`src/rtl/muldiv_unit.sv`:
```
// rtl/muldiv_unit.sv - iterative radix-2 multiply/divide sequencer with HI/LO registers
// Operands are reduced to magnitudes on entry; signs are restored in the FIX cycle.
module muldiv_unit #(
  parameter int PC_BITS = 32
) (
  input  logic               clk,
  input  logic               rst_n,
  input  logic               start_e,
  input  logic [1:0]         op_e,
  input  logic [PC_BITS-1:0] src_a_e,
  input  logic [PC_BITS-1:0] src_b_e,
  input  logic               flush_e,
  input  logic               mthi_e,
  input  logic               mtlo_e,
  output logic               busy_e,
  output logic               done_e,
  output logic               div_zero_e,
  output logic [PC_BITS-1:0] hi_out,
  output logic [PC_BITS-1:0] lo_out
);

  localparam int N  = PC_BITS;
  localparam int CW = (N > 1) ? $clog2(N) : 1;
  localparam logic [CW-1:0] LAST = CW'(N - 1);

  typedef enum logic [1:0] {S_IDLE, S_RUN, S_FIX} state_t;

  state_t          r_state, w_state_nxt;
  logic [CW-1:0]   r_count;
  logic            r_is_div, r_sa, r_sb;
  logic [N-1:0]    r_opnd;
  logic [2*N-1:0]  r_acc;
  logic [N-1:0]    r_hi, r_lo;
  logic            r_done, r_div_zero;

  logic            w_accept, w_finish, w_step;
  logic            w_signed, w_a_neg, w_b_neg;
  logic [N-1:0]    w_a_abs, w_b_abs;
  logic [N:0]      w_mul_sum, w_div_sh, w_div_diff;
  logic [2*N-1:0]  w_mul_step, w_div_step, w_prod;
  logic [N-1:0]    w_quot, w_rem, w_fix_hi, w_fix_lo;
  logic            w_div_zero;

  assign w_signed = ~op_e[0];
  assign w_a_neg  = w_signed & src_a_e[N-1];
  assign w_b_neg  = w_signed & src_b_e[N-1];
  assign w_a_abs  = w_a_neg ? -src_a_e : src_a_e;
  assign w_b_abs  = w_b_neg ? -src_b_e : src_b_e;

  // Multiply: acc = {partial product, remaining multiplier bits}, shifted right each step.
  assign w_mul_sum  = {1'b0, r_acc[2*N-1:N]} + (r_acc[0] ? {1'b0, r_opnd} : '0);
  assign w_mul_step = {w_mul_sum, r_acc[N-1:1]};

  // Divide: acc = {partial remainder, dividend bits / quotient bits}, shifted left each step.
  assign w_div_sh   = r_acc[2*N-1:N-1];
  assign w_div_diff = w_div_sh - {1'b0, r_opnd};
  assign w_div_step = w_div_diff[N] ? {w_div_sh[N-1:0], r_acc[N-2:0], 1'b0}
                                    : {w_div_diff[N-1:0], r_acc[N-2:0], 1'b1};

  // A zero divisor yields remainder = |a|, which sign-corrects back to the raw dividend.
  assign w_div_zero = r_is_div && (r_opnd == '0);
  assign w_prod     = (r_sa ^ r_sb) ? -r_acc : r_acc;
  assign w_quot     = (r_sa ^ r_sb) ? -r_acc[N-1:0] : r_acc[N-1:0];
  assign w_rem      = r_sa ? -r_acc[2*N-1:N] : r_acc[2*N-1:N];
  assign w_fix_lo   = r_is_div ? (w_div_zero ? '1 : w_quot) : w_prod[N-1:0];
  assign w_fix_hi   = r_is_div ? w_rem : w_prod[2*N-1:N];

  always_ff @(posedge clk or negedge rst_n) begin
    if (!rst_n) r_state <= S_IDLE;
    else        r_state <= w_state_nxt;
  end

  always_comb begin
    w_state_nxt = r_state;
    w_accept    = 1'b0;
    w_finish    = 1'b0;
    w_step      = 1'b0;
    case (r_state)
      S_IDLE: begin
        if (!flush_e && start_e) begin
          w_state_nxt = S_RUN;
          w_accept    = 1'b1;
        end
      end
      S_RUN: begin
        if (flush_e) begin
          w_state_nxt = S_IDLE;
        end else begin
          w_step = 1'b1;
          if (r_count == LAST) w_state_nxt = S_FIX;
        end
      end
      S_FIX: begin
        w_state_nxt = S_IDLE;
        w_finish    = !flush_e;
      end
      default: w_state_nxt = S_IDLE;
    endcase
  end

  always_ff @(posedge clk or negedge rst_n) begin
    if (!rst_n) begin
      r_count    <= '0;
      r_is_div   <= 1'b0;
      r_sa       <= 1'b0;
      r_sb       <= 1'b0;
      r_opnd     <= '0;
      r_acc      <= '0;
      r_hi       <= '0;
      r_lo       <= '0;
      r_done     <= 1'b0;
      r_div_zero <= 1'b0;
    end else begin
      r_done     <= w_finish;
      r_div_zero <= w_finish & w_div_zero;
      if (w_accept) begin
        r_is_div <= op_e[1];
        r_sa     <= w_a_neg;
        r_sb     <= w_b_neg;
        r_count  <= '0;
        r_opnd   <= op_e[1] ? w_b_abs : w_a_abs;
        r_acc    <= {{N{1'b0}}, (op_e[1] ? w_a_abs : w_b_abs)};
      end else if (w_step) begin
        r_count <= r_count + CW'(1);
        r_acc   <= r_is_div ? w_div_step : w_mul_step;
      end
      if (w_finish) begin
        r_hi <= w_fix_hi;
        r_lo <= w_fix_lo;
      end else if (r_state == S_IDLE && !flush_e && !start_e) begin
        if (mthi_e) r_hi <= src_a_e;
        if (mtlo_e) r_lo <= src_a_e;
      end
    end
  end

  assign busy_e     = (r_state != S_IDLE);
  assign done_e     = r_done;
  assign div_zero_e = r_div_zero;
  assign hi_out     = r_hi;
  assign lo_out     = r_lo;

endmodule

```
`config.mk`:
```
export PLATFORM = sky130hd
export DESIGN_NAME = muldiv_unit
export DESIGN_NICKNAME = d
export VERILOG_FILES = /design/src/rtl/muldiv_unit.sv
export SDC_FILE = /design/constraint.sdc
export NUM_CORES = 1
export LEC_CHECK = 0
export ABC_AREA = 1
export BUFFER_PORTS_ARGS = -buffer_cell sky130_fd_sc_hd__buf_2
export CAP_MARGIN = 20
export CORE_MARGIN = 2
export CORE_UTILIZATION = 28
export DETAILED_ROUTE_END_ITERATION = 12
export PLACE_DENSITY = 0.44
export SLEW_MARGIN = 40
export SYNTH_ARGS = -nofsm -noshare
export SYNTH_HDL_FRONTEND = slang
export SYNTH_SLANG_ARGS = --single-unit
```
`constraint.sdc`:
```
create_clock -name clk -period 3.8 [get_ports clk]
set_clock_uncertainty 0.1 [all_clocks]
set_input_delay 0.76 -clock clk [delete_from_list [all_inputs] [get_ports clk]]
set_output_delay 0.76 -clock clk [all_outputs]
set_load 0.02 [all_outputs]
```
Yosys cells after proc, flatten, opt, wreduce, memory -nomap -nowiden:

Index checks and enable logic that the tools add are counted.

* add/sub/neg operators: 8
* bitwise gates (word level): 5
* equal/unequal tests: 5
* muxes and demuxes: 32
* reduce and logical (&&, ||, !) cells: 16

Operators by type and width (count)
* 32-bit two-way mux: 16
* 64-bit two-way mux: 5
* 32-bit negation: 4
* 64-bit negation: 1
* 32-bit by 32-bit adder with 33-bit output: 1
* 33-bit by 32-bit subtractor with 33-bit output: 1
* 32-bit zero test: 1
* 5-bit two-way mux: 2
* 2-bit nonzero test: 5
* 2-bit two-way mux: 3
* 2-bit AND reduction: 3
* 5-bit by 1-bit adder with 5-bit output (second input constant): 1
* 5-bit == test (second input constant): 1
* 1-bit two-way mux: 5
* 1-bit logical AND: 4
* 2-bit one-hot mux with 2 select lines: 1
* 1-bit bitwise AND: 3
* 3-bit inequality test (second input constant): 1
* 2-bit by 1-bit == test with 1-bit output (second input constant): 1
* 2-bit == test (second input constant): 1
* 1-bit zero test: 2
* 2-bit zero test: 1
* 2-bit inequality test (second input constant): 1
* 1-bit NOT: 1
* 1-bit bitwise XOR: 1

* register bits after elaboration: 172
* output and inout port bits: 67
* input bits: 72
* word-level logic and storage cells: 77

Logic depth before layout (Yosys ltp):

* depth in word-level cells: 5
* depth in mapped cells: 20
* depth with buffers taken out: 18

Least setup slack after synthesis:

No wires, ideal clock.

* path type: register to register
* start point: reg r_acc[0]
* end point: reg r_acc[59]
* setup slack: 1.144 ns
* clock period less this slack: 2.656 ns
* path buffers: 2
* setup time: 0.116 ns
* arrival: 2.440 ns
* required time: 3.584 ns
* stages on the path, launching flop included: 20
* cells stage by stage: dfrtp_1 buf_2 clkbuf_1 nand2_1 inv_1 ha_1 inv_1 fa_1 o21ai_2 nand2_1 nand2_1 nand2_1 nand2_1 nand2_1 nand3_1 nand2_1 nor2_1 nor2_1 nand2_1 nand2_1

* cells in the longest elaborated chain, start to end: 5

Ends and longest elaborated chain
* start, declared: RTL line 32 `logic [2*N-1:0] r_acc;`
* start signal, assigned: RTL line 122 `r_acc <= {{N{1'b0}}, (op_e[1] ? w_a_abs : w_b_abs)};`
* start signal, assigned: RTL line 125 `r_acc <= r_is_div ? w_div_step : w_mul_step;`
* 32-bit two-way mux: RTL line 51 `assign w_mul_sum = {1'b0, r_acc[2*N-1:N]} + (r_acc[0] ? {1'b0, r_opnd} : '0);`
* 32-bit by 32-bit adder with 33-bit output: RTL line 51
* 64-bit two-way mux: RTL line 125
* 64-bit two-way mux: RTL line 123 `end else if (w_step) begin`
* 64-bit two-way mux: RTL line 116 `if (w_accept) begin`

No other way between the ends. The select of a mux whose other input is x is not followed.
A chain may end at the register's enable or synchronous reset.

Final worst setup path:

* start point: reg r_acc[0]
* end point: reg r_acc[57]

The elaborated chain is that of the path after synthesis.

==> summary.txt <==
Status
  • Status: finished, final reports clean

Power and ir drop
  • Peak VDD IR: about 0.00046 V
  • Pleak: 10.8 nW
  • Pwr dens: about 700 nW/um^2

Synth
  • Top-count cell post-synth: nand2_1
  • Post-synthesis sequential area ratio: a little under a quarter
  • Synthesized instance count: around 3200
  • Top cell type's share of synthesized area: ~23%
  • Synth area leaders: dfrtp_1, nand2_1, inv_1
  • Synth cell count leaders: nand2_1, inv_1, nor2_1
  • Synth Flop Type: dfrtp_1
  • Library cells used by synthesis: 53
  • Async set-reset flop share out of synthesis: 100%
  • Post-Syn Area: 18700 sq um
  • Syn_nets: around 3400
  • Yosys warns: 0
  • Synth Register Bits: around 170
  • Syn Area/Cell: 5.79 sq um
  • Post-synth EDFFs: 0
  • Area leader, netlist: dfrtp_1

Clocking
  • Post-CTS Hold Buffers: 0
  • Post CTS Setup Buffer Count: 0
  • CTS Sinks: 172
  • CTS Buf Count: 17
  • CTS tree: done
  • Clk buf depth: 2
  • Worst skew pair latency: about 0.5 ns
  • Reg clk slew, reported paths: roughly 0.080 ns
  • H-tree depth: 4
  • Clock Tree Root: clkbuf_16
  • Post-CTS sizing: 0

GRT
  • Global-route wire length before repair: between 100000 and 150000 um
  • Largest net degree at the start of global routing: between 70 and 80
  • Vias in the first global route: 20215
  • Total Routing Usage GR: approximately a quarter
  • Antenna violations before repair: 1
  • GRT Residual Overflow: 0

Route
  • Routed wire length: 90600 um
  • DRT iter0 DRCs: 2055
  • Post-DR wirelength/cell: 21.6 um
  • DRC Markers: 0
  • DR vias/cell: a little over 5
  • Vias: about 21000
  • DR pass1 iterations: 8
  • Post-route ant nets: 0

Finish
  • Area of the multi-input gates: about 12000 sq um
  • Fin cells: between 4000 and 5000
  • N_diodes: 0
  • Area grow syn2layout: 12.4%
  • Total Nets Final: between 3000 and 4000
  • Core Util, Final: a little under a third
  • Fillers: about 7700
  • Share of cells above drive strength 1: 9.39%
  • Register Area: ~4300 sq um

Timing
  • Hold Fails Final Rpt: 0
  • Tcrit/Tclk final: 83.3%
  • Unrepaired setup endpoints after global routing: false
  • Actual slew at the worst max-slew pin: just under 0.8 ns
  • Setup TNS: 0 ns
  • Maximum clock rate: approximately 0.32 GHz
  • Slew HR: 47.4%
  • Worst setup slack after layout: roughly 0.63 ns
  • Final critical path time including I/O delays and setup: 3.17 ns
  • Fin Hold WS: roughly 0.15 ns
  • # setup viols final: 0
  • Slew Limit Fails: 0

Floorplanning
  • IO Pins: approximately 140
  • Die height: between 200 and 300 um
  • Die footprint: approximately 69000 sq um
  • Die X: approximately 260 um
  • Placeable Area: 65900 sq um
  • Initial Util: between 20% and 30%
  • # rows: between 90 and 100

Critical path
  • CP required: 4.09 ns
  • Nature of the critical path endpoint: flip-flop
  • Crit path launch type: flip-flop
  • Slowest Stage Delay on Critical Path: between 0.6 and 0.7 ns
  • Crit path arrival time: 3.45 ns
  • Reg2Reg Depth: 17
  • CP max stage cell: dfrtp_1
  • WS Path Type: flip-flop to flip-flop
  • Critical path's most frequent cell: nand2_1
  • Worst R2R Start: r_acc[0]
  • Crit path from: r_acc[0]
  • Reg2reg end: r_acc[57]
  • R2R Setup Slk: 0.63 ns
  • Max Fanout on Critical Path: 12
  • Worst path cell trace: nand2_1, inv_1, ha_1, inv_1, fa_1, o21ai_2, nand2_1, nand2_1, nand2_1, nand2_1, nand2_1, nand3_1, nand3_1, nand2_1, inv_1, nand2_1, nand2_1

Run
  • MaxCap Viol Count: 0

Min path
  • Hold Path Class: input pin to async pin

Placed design
  • PortBufs: 138
  • GP Congestion: around 0.96
  • Detail Placement HPWL: 75000 um
  • Worst slack, placed: 0.645 ns
  • Cells after DPL: between 4000 and 5000
==> registers in the layout, summed over array words and instances, names as in the netlist, 2 cells and up <==
signal,cells
lo_out,32
r_acc,64
r_state,2
r_opnd,32
r_count,5
hi_out,32
==> metrics by stage <==
stage	power, mW	instance area [sq um]
3_5_place_dp	12.8	20400
3_3_place_gp	12.8	20300
5_1_grt	16.2	21000
2_1_floorplan	9.64	18700
6_report	14.8	21000
4_1_cts	14.8	21000
==> layout by cell type (no fill, tap or decap), types with 29 or more instances in the layout <==
master / count
nand4_1: 46
buf_4: 35
nand2_2: 29
nor3_1: 33
o211ai_1: 34
inv_1: 469
a2bb2oi_1: 39
nand3_1: 288
a21oi_1: 112
xor2_1: 55
ha_1: 70
nand2_1: 1053
nor2_1: 375
o21ai_0: 170
buf_2: 137
dfrtp_1: 171
==> final cells by class <==
class	count	area share (%)
multi-input combinational	2468	57.7
clock inverter	15	0.901
sequential	172	20.5
inverter	484	8.66
tap	864	5.15
timing repair buffer	177	4.97
clock buffer	17	2.03
==> logic make-up (layout without fill, tap and decap cells) <==
logic type               Yosys count  count (layout)  share of synthesized area [%]
buffers and inverters            584             693                           12.3
XOR/XNOR                          69              69                           3.24
AO/OA/AOI/OAI                    439             439                           14.0
AND/OR/NAND/NOR                 1888            1888                           42.5
adder cells (fa/ha/maj)           72              72                           4.91
flip-flops                       172             172                           23.1
==> metal layers <==
layer	up-vias	wire length [um]	global-route usage [%]
li1	10452	-	-
met1	9817	41500	37.0
met4	2	4710	13.0
met3	143	5470	3.41
met2	761	39000	40.2
met5	-	12	0
==> worst max path at each step <==
stage,end
floorplan,r_acc[59]
global placement,r_acc[18]
detailed placement,r_acc[57]
CTS,r_acc[57]
global route,r_acc[57]
finish,r_acc[57]
==> worst max-delay path, delay by kind of cell (launching register included) <==
| family | cells | cell delay (ns) |
|---|---|---|
| AO/OA/AOI/OAI | 1 | 0.27 |
| flip-flops | 1 | 0.62 |
| buffers and inverters | 3 | 0.26 |
| AND/OR/NAND/NOR | 11 | 1.04 |
| adder cells (fa/ha/maj) | 2 | 0.77 |
==> power by group <==
group,switching [mW],internal [mW],leakage [nW]
clock network,0.968,0.951,0.302
logic,6.55,2.97,8.47
registers,1.06,2.33,2.05
total,8.58,6.25,10.8
Power figures use the tool's default switching activity.
